## src/rtl/shared_mem_rr_scheduler.sv

```systemverilog
`default_nettype none
// ============================================================================
// Module   : shared_mem_rr_scheduler
// Purpose  : Multi-cycle round-robin scheduler for the 4-core shared data
//            memory. Picks one requesting core fairly, registers its
//            operands, holds the memory for ACC_CYCLES cycles, pulses done
//            for that core and stalls every other requester.
// Revision : 1.0 - initial release
// ----------------------------------------------------------------------------
// Parameters
//   ADDR_W      shared memory word-address width (mem_addr upper bits are 0)
//   ACC_CYCLES  cycles a granted access holds the memory (>= 1)
// Ports
//   clk          in   system clock, rising edge
//   reset_n      in   asynchronous active-low reset
//   req[3:0]     in   per-core access request, held until done
//   rd_in/wd_in  in   per-core read / write command
//   addr_in      in   core i address at [32i+31:32i]
//   wdata_in     in   core i write data at [32i+31:32i]
//   lock[3:0]    in   per-core lock request (only with SHMEM_ARB_LOCK_EN)
//   mem_rdata    in   read data from shared memory
//   mem_addr     out  registered address to memory
//   mem_wdata    out  registered write data to memory
//   mem_rd/wd    out  memory read / write strobes
//   done[3:0]    out  one-hot completion pulse
//   stall[3:0]   out  req & ~done
//   rdata        out  mem_rdata passthrough
//   shared_busy  out  high while an access holds the memory
// Configuration macro
//   SHMEM_ARB_LOCK_EN : the current owner may extend with back-to-back
//                       accesses while it holds lock and req.
// ============================================================================
module shared_mem_rr_scheduler #(
    parameter int ADDR_W     = 7,
    parameter int ACC_CYCLES = 2
) (
    input  logic         clk,
    input  logic         reset_n,
    input  logic [3:0]   req,
    input  logic [3:0]   rd_in,
    input  logic [3:0]   wd_in,
    input  logic [127:0] addr_in,
    input  logic [127:0] wdata_in,
    input  logic [3:0]   lock,
    input  logic [31:0]  mem_rdata,
    output logic [31:0]  mem_addr,
    output logic [31:0]  mem_wdata,
    output logic         mem_rd,
    output logic         mem_wd,
    output logic [3:0]   done,
    output logic [3:0]   stall,
    output logic [31:0]  rdata,
    output logic         shared_busy
);

    localparam int         C_CNT_W   = (ACC_CYCLES > 1) ? $clog2(ACC_CYCLES) : 1;
    localparam logic [C_CNT_W-1:0] C_CNT_MAX = C_CNT_W'(ACC_CYCLES - 1);

    typedef enum logic [0:0] {
        ST_IDLE = 1'b0,
        ST_BUSY = 1'b1
    } state_t;

    state_t              r_state;
    logic [1:0]          r_ptr;
    logic [1:0]          r_grant;
    logic [C_CNT_W-1:0]  r_cnt;
    logic [ADDR_W-1:0]   r_addr;
    logic [31:0]         r_wdata;
    logic                r_rd;
    logic                r_wd;

    logic [1:0]          w_win;
    logic                w_win_valid;
    logic [1:0]          w_src;
    logic [31:0]         w_sel_addr;
    logic [31:0]         w_sel_wdata;
    logic                w_last;
    logic                w_extend;

    // Round-robin pick: first set request scanning ptr+1, ptr+2, ... mod 4.
    // The scan ends on ptr itself so the last owner is considered last.
    always_comb begin
        logic [1:0] idx;
        w_win       = 2'd0;
        w_win_valid = 1'b0;
        idx         = 2'd0;
        for (int k = 1; k <= 4; k++) begin
            idx = r_ptr + 2'(k);
            if (!w_win_valid && req[idx]) begin
                w_win       = idx;
                w_win_valid = 1'b1;
            end
        end
    end

    // Operands come from the new winner in IDLE, or from the current owner
    // when a locked owner re-latches at the end of its access.
    assign w_src       = (r_state == ST_IDLE) ? w_win : r_grant;
    assign w_sel_addr  = addr_in[{w_src, 5'b00000} +: 32];
    assign w_sel_wdata = wdata_in[{w_src, 5'b00000} +: 32];
    assign w_last      = (r_state == ST_BUSY) && (r_cnt == '0);

`ifdef SHMEM_ARB_LOCK_EN
    assign w_extend = lock[r_grant] & req[r_grant];
    logic w_unused_bits;
    assign w_unused_bits = &{1'b0, w_sel_addr[31:ADDR_W]};
`else
    assign w_extend = 1'b0;
    logic w_unused_bits;
    assign w_unused_bits = &{1'b0, lock, w_sel_addr[31:ADDR_W]};
`endif

    always_ff @(posedge clk or negedge reset_n) begin
        if (!reset_n) begin
            r_state <= ST_IDLE;
            r_ptr   <= 2'd3;
            r_grant <= 2'd0;
            r_cnt   <= '0;
            r_addr  <= '0;
            r_wdata <= '0;
            r_rd    <= 1'b0;
            r_wd    <= 1'b0;
        end else begin
            case (r_state)
                ST_IDLE: begin
                    if (w_win_valid) begin
                        r_grant <= w_win;
                        r_addr  <= w_sel_addr[ADDR_W-1:0];
                        r_wdata <= w_sel_wdata;
                        r_rd    <= rd_in[w_win];
                        r_wd    <= wd_in[w_win];
                        r_cnt   <= C_CNT_MAX;
                        r_state <= ST_BUSY;
                    end
                end
                ST_BUSY: begin
                    if (r_cnt == '0) begin
                        if (w_extend) begin
                            // Atomic extension: same owner, pointer untouched.
                            r_addr  <= w_sel_addr[ADDR_W-1:0];
                            r_wdata <= w_sel_wdata;
                            r_rd    <= rd_in[r_grant];
                            r_wd    <= wd_in[r_grant];
                            r_cnt   <= C_CNT_MAX;
                        end else begin
                            r_ptr   <= r_grant;
                            r_rd    <= 1'b0;
                            r_wd    <= 1'b0;
                            r_state <= ST_IDLE;
                        end
                    end else begin
                        r_cnt <= r_cnt - 1'b1;
                    end
                end
                default: r_state <= ST_IDLE;
            endcase
        end
    end

    assign mem_addr    = {{(32-ADDR_W){1'b0}}, r_addr};
    assign mem_wdata   = r_wdata;
    assign mem_rd      = r_rd;
    assign mem_wd      = r_wd;
    assign done        = w_last ? (4'b0001 << r_grant) : 4'b0000;
    assign stall       = req & ~done;
    assign rdata       = mem_rdata;
    assign shared_busy = (r_state == ST_BUSY);

endmodule
`default_nettype wire
```

## config.mk

```make
export PLATFORM = sky130hd
export DESIGN_NAME = shared_mem_rr_scheduler
export DESIGN_NICKNAME = d
export VERILOG_FILES = /design/src/rtl/shared_mem_rr_scheduler.sv
export SDC_FILE = /design/constraint.sdc
export NUM_CORES = 1
export LEC_CHECK = 0
export CAP_MARGIN = 20
export CORE_AREA = 2 2 159 161
export CTS_BUF_LIST = sky130_fd_sc_hd__clkbuf_4 sky130_fd_sc_hd__clkbuf_8 sky130_fd_sc_hd__clkbuf_16
export DETAILED_ROUTE_END_ITERATION = 8
export DIE_AREA = 0 0 161 163
export GPL_ROUTABILITY_DRIVEN = 0
export PLACE_DENSITY = 0.54
export SLEW_MARGIN = 25
export SYNTH_ARGS = -nofsm -noshare
export SYNTH_HDL_FRONTEND = slang
export SYNTH_SLANG_ARGS = --single-unit
```

## constraint.sdc

```tcl
create_clock -name clk -period 3.8 [get_ports clk]
set_input_delay 0.57 -clock clk [delete_from_list [all_inputs] [get_ports clk]]
set_output_delay 0.57 -clock clk [all_outputs]
set_load 0.01 [all_outputs]
```

==> impl_metrics.env <==
export IMPL_status="finished, final reports clean"
export IMPL_synth_edf_count=0
export IMPL_syn_to_final_growth_pct=68.18
export IMPL_grt_pass1_wl_mm=18.33
export IMPL_cts_buffers=5
export IMPL_critPathSlowestCell="clkdlybuf4s50_1"
export IMPL_dieArea_mm2=0.02624
export IMPL_clock_latency_ns=0.30
export IMPL_syn_inst=343
export IMPL_antenna_found_initial=0
export IMPL_yosysSeqAreaShare=0.3418
export IMPL_seq_power_share=0.256
export IMPL_clk_pin_slew_ns=0.07
export IMPL_ir_worst_vdd_uv=210.2
export IMPL_rows=58
export IMPL_die_x_um=161
export IMPL_htree_num_levels=2
export IMPL_drtPass1Iterations=4
export IMPL_cts_root_buf="clkbuf_16"
export IMPL_grt_total_usage=0.09077
export IMPL_finalSetupViolations=0
export IMPL_synthesis_area_mm2=0.003448
export IMPL_slowest_delay_ns=0.61
export IMPL_most_common_layout_cells="218 x clkdlybuf4s50_1, 80 x mux2i_1, 49 x nor2_1"
export IMPL_leakagePower_nw=2.361
export IMPL_cts_tree="yes"
export IMPL_cp_end_kind="output pin"
export IMPL_hold_buffers=0
export IMPL_arrival_ns=2.09
export IMPL_power_density_mw_per_mm2=626.3
export IMPL_yosysUniqueCellTypes=36
export IMPL_routedWlPerCell_um=14.43
export IMPL_cp_cell_sequence="nand2b_1 -> nor3b_1 -> clkdlybuf4s50_1"
export IMPL_fillers=2705
export IMPL_synth_ff_type="dfrtp_1"
export IMPL_ant_nets=0
export IMPL_power_switching_mw=1.428
export IMPL_final_common_cell="clkdlybuf4s50_1"
export IMPL_path_buf_inv=1
export IMPL_ys_ff_latch=47
export IMPL_nets=824
export IMPL_drc=0
export IMPL_portBuffers=219
export IMPL_drtIter0Drc=105
export IMPL_synth_warnings=0
export IMPL_hpwl_mm=9.612
export IMPL_tightest_slew_ns=0.6987
export IMPL_pwr_share_comb=0.607
export IMPL_clock_sinks=47
export IMPL_post_cts_resized=0
export IMPL_p_clk_frac=0.137
export IMPL_crit_fanout=10
export IMPL_route_final_wire_length_mm=12.25
export IMPL_required_ns=3.23
export IMPL_die_h_um=163
export IMPL_drive_gt1_frac=0.06551
export IMPL_timing_hold_violations_final=0
export IMPL_intPower_mw=2.204
export IMPL_async_reset_ff_frac=1.000
export IMPL_slew_limit_headroom=0.5221
export IMPL_start_util=0.1398
export IMPL_clockBufferDepth=2
export IMPL_vias=3153
export IMPL_avgSynthCellArea_um2=10.05
export IMPL_fin_skew_ns=0.007329
export IMPL_viasPerCell=3.714
export IMPL_critical_path_startpoint_type="flip-flop"
export IMPL_path_class="flip-flop to output pin"
export IMPL_fin_crit_ns=2.657
export IMPL_finalCritPeriodShare=0.6993
export IMPL_tns_ns=0
export IMPL_postCtsSetupBuffers=0
export IMPL_fmax_ghz=0.3763
export IMPL_min_path_type="primary input to async pin"
export IMPL_setup_slack_ns=1.143
export IMPL_core_area_mm2=0.02467
export IMPL_r2r_start="r_ptr[1]"
export IMPL_slew_viol_final=0
export IMPL_power_switching_share=0.3933
export IMPL_grt_pass1_vias=3203
export IMPL_cap_viol_max_count=0
export IMPL_rsz0062_at_grt="no"
export IMPL_diodes=0
export IMPL_grt_ovfl_total=0
export IMPL_grt_max_degree=43
export IMPL_cp_startpoint="shared_busy"
export IMPL_io_pins=413
export IMPL_critical_path_top_delay_family="buffers and inverters"
export IMPL_dp_slack_ns=0.8743
-- cell type report --
type | instances | area (µm²) | share of cell area
Clock buffer | 8 | 160.2 | 0.02762
Inverter | 6 | 22.52 | 0.003883
Multi-Input combinational cell | 232 | 1760 | 0.3036
Sequential cell | 47 | 1179 | 0.2032
Tap cell | 330 | 412.9 | 0.07120
Timing Repair Buffer | 226 | 2265 | 0.3905
-- Yosys cell counts (2+ instances only) --
library cell  count  area, µm²
a2111oi_0         2      17.52
a21o_1            2      15.01
a21oi_1           2      10.01
a221oi_1         30      262.8
a221oi_2          9      135.1
a31oi_1           2      12.51
and2_1            2      12.51
buf_1             2      7.510
buf_2             2      10.01
buf_4            59      442.9
buf_6             6      67.56
clkbuf_1         11      41.29
dfrtp_1          45       1126
dfstp_2           2      52.55
inv_1             6      22.52
mux2i_1          80      800.8
nand2_1           5      18.77
nand2b_1          3      18.77
nand3_1           2      10.01
nor2_1           50      187.7
nor2b_1           4      25.02
o211ai_1          2      15.01
o21ai_0           2      10.01
-- worst reg2reg max path, stage by stage (launching register included) --
cell and delay, ns:
dfstp_2 0.62, mux2_4 0.32, a22oi_2 0.17, a21boi_4 0.28, buf_12 0.29, mux2i_1 0.44, a221oi_1 0.13
-- power groups by stage --
stage          Clock, mW  Sequential (mW)  Combinational [mW]
2_1_floorplan          0            0.999                1.28
3_3_place_gp           0            0.924                2.25
3_5_place_dp           0            0.931                2.25
4_1_cts            0.533            0.931                2.25
5_1_grt            0.543            0.966                2.40
6_report           0.498            0.930                2.20
-- registers in the layout, summed over array words and instances (netlist names) --
signal       count
mem_wdata       32
r_addr           7
r_grant          2
r_ptr            2
mem_rd           1
mem_wd           1
r_cnt            1
shared_busy      1
-- through the flow --
stage | instance area (µm²) | cells | power (mW) | utilization | hold WS, ns
floorplan | 3538 | 367 | 2.284 | - | 0.2744
global placement | 5639 | 841 | 3.172 | 0.2286 | 0.4966
detailed placement | 5639 | 841 | 3.184 | 0.2286 | 0.5024
CTS | 5799 | 849 | 3.716 | 0.2350 | 0.2783
global route | 5799 | 849 | 3.907 | 0.2350 | 0.3169
finish | 5799 | 849 | 3.632 | 0.2350 | 0.2664
-- cell families after synthesis --
| group | share of synthesized area |
|---|---|
| compound gates | 0.1520 |
| buf+inv | 0.1818 |
| flops | 0.3418 |
| mux | 0.2366 |
| other cells | 0.001087 |
| simple gates | 0.08672 |
-- path summary, 6_finish.rpt --
kind	slack, ns	cells past startpoint	endpoint
min in group clk	0.52	2	r_cnt
max	1.14	3	done[2]
min reg2reg	0.52	2	r_cnt
max in group asynchronous	2.68	2	r_ptr[1]
max reg2reg	1.40	6	mem_wdata[5]
min	0.27	1	mem_wdata[12]
-- routing by layer --
metal	vias to the layer above	track usage	wire length, µm
met5	-	0	0
met4	0	0.02841	223
met3	17	0.03412	1170
met2	175	0.1516	5658
met1	1452	0.1082	5200
li1	1509	-	-
No activity file was read; power rests on OpenSTA's default activity.
